## src/rtl/mms_pkg.sv

```systemverilog
// Shared types and constants for the frame min/max sequencer.
package mms_pkg;

  // Sample width in bits
  localparam int DW = 8;

  // Extreme selection: 0 picks the maximum, 1 picks the minimum
  localparam logic SEL_MAX = 1'b0;
  localparam logic SEL_MIN = 1'b1;

  // Controller states
  typedef enum logic [1:0] {
    IDLE = 2'd0,
    LOAD = 2'd1,
    CMP  = 2'd2,
    DONE = 2'd3
  } state_t;

endpackage

```

## src/rtl/mms_frame_ctrl_if.sv

```systemverilog
// Sample stream and control/result bundle between a sample source and the
// frame controller.
//
// Handshake: a sample transfers on a rising clk edge where in_valid and
// in_ready are both high. in_ready depends only on controller state, never
// on in_valid. The source may raise or drop in_valid freely; while in_valid
// is high, in_data must be stable. start/sel are single-cycle requests that
// are honoured only while busy is low. out_valid is a one-cycle strobe and
// result holds its value until the next frame completes.
interface mms_frame_ctrl_if;
  import mms_pkg::*;

  logic          start;
  logic          sel;
  logic          in_valid;
  logic [DW-1:0] in_data;
  logic          in_ready;
  logic          busy;
  logic          out_valid;
  logic [DW-1:0] result;

  // Source / testbench side
  modport master (
    output start, sel, in_valid, in_data,
    input  in_ready, busy, out_valid, result
  );

  // Controller side
  modport slave (
    input  start, sel, in_valid, in_data,
    output in_ready, busy, out_valid, result
  );
endinterface

```

## src/rtl/mms_cmp4.sv

```systemverilog
// Combinational 4-input max/min tree: two pairwise compares, then a final
// compare. Ties return the shared value, so operand order never matters.
module mms_cmp4
  import mms_pkg::*;
(
  input  logic [DW-1:0] a_i,
  input  logic [DW-1:0] b_i,
  input  logic [DW-1:0] c_i,
  input  logic [DW-1:0] d_i,
  input  logic          sel_i,
  output logic [DW-1:0] y_o
);

  logic [DW-1:0] ab;
  logic [DW-1:0] cd;

  // Unsigned pairwise reduction toward the selected extreme
  always_comb begin
    if (sel_i == SEL_MAX) begin
      ab  = (a_i >= b_i) ? a_i : b_i;
      cd  = (c_i >= d_i) ? c_i : d_i;
      y_o = (ab >= cd) ? ab : cd;
    end else begin
      ab  = (a_i <= b_i) ? a_i : b_i;
      cd  = (c_i <= d_i) ? c_i : d_i;
      y_o = (ab <= cd) ? ab : cd;
    end
  end

endmodule

```

## src/rtl/mms_frame_ctrl.sv

```systemverilog
// Frame sequencer: gathers FRAME_LEN samples four at a time, reduces each
// group through the shared comparator, folds group results into a running
// accumulator and strobes the frame-wide extreme.
module mms_frame_ctrl
  import mms_pkg::*;
#(
  parameter int FRAME_LEN = 8,
  parameter int GRP_W     = 6
) (
  input  logic               clk,
  input  logic               reset,
  mms_frame_ctrl_if.slave    bus,
  output state_t             dbg_state_o
);

  localparam logic [GRP_W-1:0] LAST_GRP = GRP_W'(FRAME_LEN / 4 - 1);

  state_t        state_q, state_d;
  logic          sel_q;
  logic [GRP_W-1:0] grp_cnt_q;
  logic [1:0]    beat_cnt_q;
  logic [DW-1:0] buf_q [4];
  logic [DW-1:0] acc_q;
  logic [DW-1:0] acc_d;
  logic [DW-1:0] result_q;
  logic          out_valid_q;
  logic [DW-1:0] grp;
  logic [DW-1:0] fold;
  logic          accept;
  logic          last_grp;

  assign accept   = (state_q == LOAD) && bus.in_valid;
  assign last_grp = (grp_cnt_q == LAST_GRP);

  // Reduce the staged group of four samples
  mms_cmp4 u_grp (
    .a_i   (buf_q[0]),
    .b_i   (buf_q[1]),
    .c_i   (buf_q[2]),
    .d_i   (buf_q[3]),
    .sel_i (sel_q),
    .y_o   (grp)
  );

  // Fold the group result into the running accumulator
  mms_cmp4 u_fold (
    .a_i   (acc_q),
    .b_i   (acc_q),
    .c_i   (grp),
    .d_i   (grp),
    .sel_i (sel_q),
    .y_o   (fold)
  );

  // First group seeds the accumulator; later groups fold into it
  always_comb begin
    acc_d = (grp_cnt_q == '0) ? grp : fold;
  end

  // State register
  always_ff @(posedge clk or posedge reset) begin
    if (reset) state_q <= IDLE;
    else       state_q <= state_d;
  end

  // Next-state logic
  always_comb begin
    state_d = state_q;
    case (state_q)
      IDLE: if (bus.start) state_d = LOAD;
      LOAD: if (accept && beat_cnt_q == 2'd3) state_d = CMP;
      CMP:  state_d = last_grp ? DONE : LOAD;
      DONE: state_d = IDLE;
      default: state_d = IDLE;
    endcase
  end

  // Outputs decoded from state or taken straight from registers
  always_comb begin
    bus.in_ready  = (state_q == LOAD);
    bus.busy      = (state_q != IDLE);
    bus.out_valid = out_valid_q;
    bus.result    = result_q;
    dbg_state_o   = state_q;
  end

  // Datapath: select latch, counters, sample buffer, accumulator, result
  always_ff @(posedge clk or posedge reset) begin
    if (reset) begin
      sel_q       <= SEL_MAX;
      grp_cnt_q   <= '0;
      beat_cnt_q  <= '0;
      buf_q[0]    <= '0;
      buf_q[1]    <= '0;
      buf_q[2]    <= '0;
      buf_q[3]    <= '0;
      acc_q       <= '0;
      result_q    <= '0;
      out_valid_q <= 1'b0;
    end else begin
      out_valid_q <= 1'b0;
      case (state_q)
        IDLE: begin
          if (bus.start) begin
            sel_q      <= bus.sel;
            grp_cnt_q  <= '0;
            beat_cnt_q <= '0;
          end
        end
        LOAD: begin
          if (accept) begin
            buf_q[beat_cnt_q] <= bus.in_data;
            beat_cnt_q        <= beat_cnt_q + 2'd1;
          end
        end
        CMP: begin
          acc_q     <= acc_d;
          grp_cnt_q <= grp_cnt_q + GRP_W'(1);
          if (last_grp) begin
            result_q    <= acc_d;
            out_valid_q <= 1'b1;
          end
        end
        default: ;
      endcase
    end
  end

endmodule

```

## src/flat_wrapper.sv

```systemverilog
// flat-port wrapper written by rule: the top's interface ports become plain ports
module mms_frame_ctrl_flat import mms_pkg::*;
#(
  parameter int FRAME_LEN = 8,
  parameter int GRP_W     = 6
)
  (clk, reset, dbg_state_o, bus_start, bus_sel, bus_in_valid, bus_in_data, bus_in_ready, bus_busy, bus_out_valid, bus_result);
  mms_frame_ctrl_if bus_i ();
  input  logic clk;
  input  logic reset;
  output state_t dbg_state_o;
  input wire logic [$bits(bus_i.start)-1:0] bus_start;
  input wire logic [$bits(bus_i.sel)-1:0] bus_sel;
  input wire logic [$bits(bus_i.in_valid)-1:0] bus_in_valid;
  input wire logic [$bits(bus_i.in_data)-1:0] bus_in_data;
  output wire logic [$bits(bus_i.in_ready)-1:0] bus_in_ready;
  output wire logic [$bits(bus_i.busy)-1:0] bus_busy;
  output wire logic [$bits(bus_i.out_valid)-1:0] bus_out_valid;
  output wire logic [$bits(bus_i.result)-1:0] bus_result;
  assign bus_i.start = bus_start;
  assign bus_i.sel = bus_sel;
  assign bus_i.in_valid = bus_in_valid;
  assign bus_i.in_data = bus_in_data;
  assign bus_in_ready = bus_i.in_ready;
  assign bus_busy = bus_i.busy;
  assign bus_out_valid = bus_i.out_valid;
  assign bus_result = bus_i.result;
  mms_frame_ctrl #(.FRAME_LEN(FRAME_LEN), .GRP_W(GRP_W)) u_core (.clk(clk), .reset(reset), .bus(bus_i), .dbg_state_o(dbg_state_o));
endmodule
```

## config.mk

```make
export PLATFORM = sky130hd
export DESIGN_NAME = mms_frame_ctrl_flat
export DESIGN_NICKNAME = d
export VERILOG_FILES = /design/src/rtl/mms_pkg.sv /design/src/rtl/mms_frame_ctrl_if.sv /design/src/rtl/mms_cmp4.sv /design/src/rtl/mms_frame_ctrl.sv /design/src/flat_wrapper.sv
export SDC_FILE = /design/constraint.sdc
export NUM_CORES = 1
export LEC_CHECK = 0
export ABC_AREA = 1
export CAP_MARGIN = 40
export CORE_ASPECT_RATIO = 1.4
export CORE_MARGIN = 2
export CORE_UTILIZATION = 55
export CTS_BUF_LIST = sky130_fd_sc_hd__clkbuf_4 sky130_fd_sc_hd__clkbuf_8
export CTS_CLUSTER_DIAMETER = 40
export DETAILED_ROUTE_END_ITERATION = 12
export PLACE_DENSITY = 0.77
export SYNTH_ARGS = -nofsm -noshare
export SYNTH_HDL_FRONTEND = slang
export SYNTH_SLANG_ARGS = --single-unit
```

## constraint.sdc

```tcl
create_clock -name clk -period 4.4 [get_ports clk]
set_clock_uncertainty 0.1 [all_clocks]
set_input_delay 0.88 -clock clk [delete_from_list [all_inputs] [get_ports clk]]
set_output_delay 0.88 -clock clk [all_outputs]
set_load 0.03 [all_outputs]
```

==> impl_metrics.tcl, run 1 <==
set metrics [dict create \
    gr-total-overflow 0 \
    finalWirelength_um 14640 \
    maxSlewViolCount 0 \
    ys_seq_area_share_pct 34.30 \
    gr-usage-met3_pct 6.732 \
    drive_above_1_share_pct 33.98 \
    violations "setup timing" \
    insertion_delay_ns 0.35 \
    initial_core_util_pct 56.49 \
    synthTopCellsByArea "dfrtp_1 (34%), nand2_1 (18%), ha_1 (13%)" \
    rows 38 \
    rsz0062_at_grt "true" \
    via_count 4813 \
    fp.dieArea_um2 8700 \
    max_slew_margin_pct 62.37 \
    slowest_stage "dfrtp_1" \
    worstSetupEndpointType "register" \
    cts_max_path_buffers 2 \
    avgSynthCellArea_um2 7.165 \
    numPortBuffers 25 \
    first_global_vias 4337 \
    ant_nets 0 \
    cts.sinks 60 \
    grt.met2_usage_pct 53.27 \
    tightest_slew_ns 0.5638 \
    drt-initial-drc-count 395 \
    cp-start-kind "register" \
    setup_viol 12 \
    fin_cells 821 \
    status "finished with violations" \
    synth_area_um2 4378 \
    crit_buf_inv 6 \
    finalNetCount 779 \
    yosysTopAreaCellShare_pct 34.30 \
    cp.arrival_ns 4.67 \
    min_path_type "reg2reg" \
    grt_util_met1_pct 37.78 \
    synthCells 611 \
    n_antenna_cell 0 \
    ys_ff_latch 60 \
    period_minus_slack_ns 4.479 \
    top_usage_layer "met2" \
    yosysTopAreaCell "dfrtp_1" \
    syn_to_final_growth_pct 43.58 \
    dp_slack_ns -0.05677 \
    grt_start_max_net_pins 41 \
    core_area_um2 7750 \
    place_inst 779 \
    die_w_um 79.41 \
    die_h_um 109.6 \
    fmax_mhz 223.3 \
    setup_slack_ns -0.07861 \
    grt_pass1_wl_um 20660 \
    grt_util_all_layers_pct 31.34 \
    htreeDepth 3 \
    syn_nets 671 \
    cts_buffers 9 \
    cp_slowest_stage_delay_ns 0.38 \
    cts_tree "yes" \
    hpwl_um 9927 \
    yosysWarnings 0 \
    vias_per_cell 5.862 \
    period_share_pct 101.8 \
    synth.distinct_cells 30 \
    routedWlPerCell_um 17.83 \
    maxCapViolations 0 \
    final_hold_viol_count 0 \
    io_pins 26 \
    worstPathRequired_ns 4.59 \
    path_delay_family "simple AND/OR/NAND/NOR gates" \
    dr.pass1.iters 5 \
    cp_common_cell "nand2_1" \
    worstPathMaxFanout 8 \
    critical_path_class "reg2reg" \
    antenna_found_initial 0 \
    clk_pin_slew_worst_paths_ns 0.07 \
    cts_root_buf "clkbuf_8" \
    routabilityCongestion 0.9904 \
    drc 0 \
]
-- cell families (layout without fill, tap and decap cells) --
group	Yosys count	count (layout)	share of synthesized area (%)
buffers and inverters	89	197	7.945
flip-flops	60	60	34.30
AO/OA/AOI/OAI	65	65	7.974
AND/OR/NAND/NOR	350	352	36.35
adder cells (fa/ha/maj)	47	47	13.43
-- layout make-up --
class,count,area (µm²)
clock buffer,10,137.6
clock inverter,3,40.04
fill,484,1464
inverter,81,310.3
multi-input combinational,464,3251
sequential,60,1501
tap,100,125.1
timing repair buffer,103,920.9
-- cell usage in the layout (no fill, tap or decap), drive strengths merged --
cell type,count
a31oi,1
clkinvlp,1
clkinv,3
buf,77
o21ai,39
inv,79
nor2,15
o21a,4
nand4,21
and2,9
a21oi,16
nor3,3
nand3,79
and3,1
dfrtp,60
or2,1
nand2,223
clkbuf,11
clkdlybuf4s50,25
bufinv,1
ha,47
o21bai,2
a21o,3
-- registers in the layout, indices dropped and copies added (netlist names) --
signal                cells
u_core.sel_q              1
u_core.bus.result         8
u_core.bus.out_valid      1
u_core.grp_cnt_q          6
u_core.acc_q              8
u_core.buf_q             32
u_core.beat_cnt_q         2
u_core.dbg_state_o        2
-- cells in the mapped netlist, drive strengths merged --
library cell	number
buf	5
a21o	3
a21oi	16
nor3	3
o21ai	39
o21bai	2
ha	47
clkbuf	3
or2	1
nand4	21
and2	9
o21a	4
nand3	79
inv	80
nor2	15
a31oi	1
nand2	221
dfrtp	60
and3	1
clkinv	1
-- routing by layer --
| metal | share of wire, % | up-vias |
|---|---|---|
| li1 | - | 2214 |
| met1 | 39 | 2268 |
| met2 | 49 | 242 |
| met3 | 5.2 | 89 |
| met4 | 6.2 | 0 |
| met5 | 0 | - |
-- repair_timing --
| action | 4_1_cts | 5_1_grt |
|---|---|---|
| hold buffers | 0 | 0 |
| endpoints found under the setup margin | 16 | 16 |
| pin swaps | 11 | 60 |
| setup buffers | 10 | 16 |
| cloned | 2 | 1 |
| resized for setup | 15 | 142 |
-- through the flow --
stage / setup TNS [ns] / hold slack (ns) / utilization (%) / cell area, µm²
after floorplan: 0 / 0.3530 / - / 4378
after global placement: -0.05382 / 0.3651 / 65.93 / 5110
after detailed placement: -0.3975 / 0.3716 / 66.19 / 5130
after CTS: 0 / 0.3888 / 70.37 / 5454
after global routing: -3.886 / 0.4170 / 81.11 / 6286
final: -0.4475 / 0.3908 / 81.11 / 6286
-- worst register-to-register path, delay by kind of cell, from the launching register on --
kind	cells	cell delay, ns
AO/OA/AOI/OAI	3	0.27
adder cells (fa/ha/maj)	3	0.75
buffers and inverters	6	0.72
flip-flops	1	0.38
AND/OR/NAND/NOR	22	2.21
-- path summary, 6_finish.rpt --
kind                                                  start                                to  slack, ns  depth (start not counted)
max                             u_core.buf_q[5]$_DFFE_PP0P_       u_core.acc_q[2]$_DFFE_PP0P_      -0.08                         34
min                        u_core.bus.result[6]$_DFFE_PP0P_  u_core.bus.result[6]$_DFFE_PP0P_       0.39                          2
max reg2reg                     u_core.buf_q[5]$_DFFE_PP0P_       u_core.acc_q[2]$_DFFE_PP0P_      -0.08                         34
min reg2reg                u_core.bus.result[6]$_DFFE_PP0P_  u_core.bus.result[6]$_DFFE_PP0P_       0.39                          2
max in group asynchronous                             reset       u_core.acc_q[7]$_DFFE_PP0P_       2.80                          4
min in group asynchronous                             reset      u_core.buf_q[16]$_DFFE_PP0P_       0.66                          2
Power of run 1 is not shown: default switching activity piles up to over one toggle a cycle in this logic, so the estimate is an artifact.
==> inputs of run 2 (changes only) <==
--- a/config.mk
+++ b/config.mk
@@ -13,6 +13,7 @@
 export CTS_BUF_LIST = sky130_fd_sc_hd__clkbuf_4 sky130_fd_sc_hd__clkbuf_8
 export CTS_CLUSTER_DIAMETER = 40
 export DETAILED_ROUTE_END_ITERATION = 12
+export HOLD_SLACK_MARGIN = 0.06
 export PLACE_DENSITY = 0.77
 export SYNTH_ARGS = -nofsm -noshare
 export SYNTH_HDL_FRONTEND = slang
==> results of run 2 <==
Final layout, timing and power as in run 1 (identical DEF).
Power of run 2 is left out for the same reason.
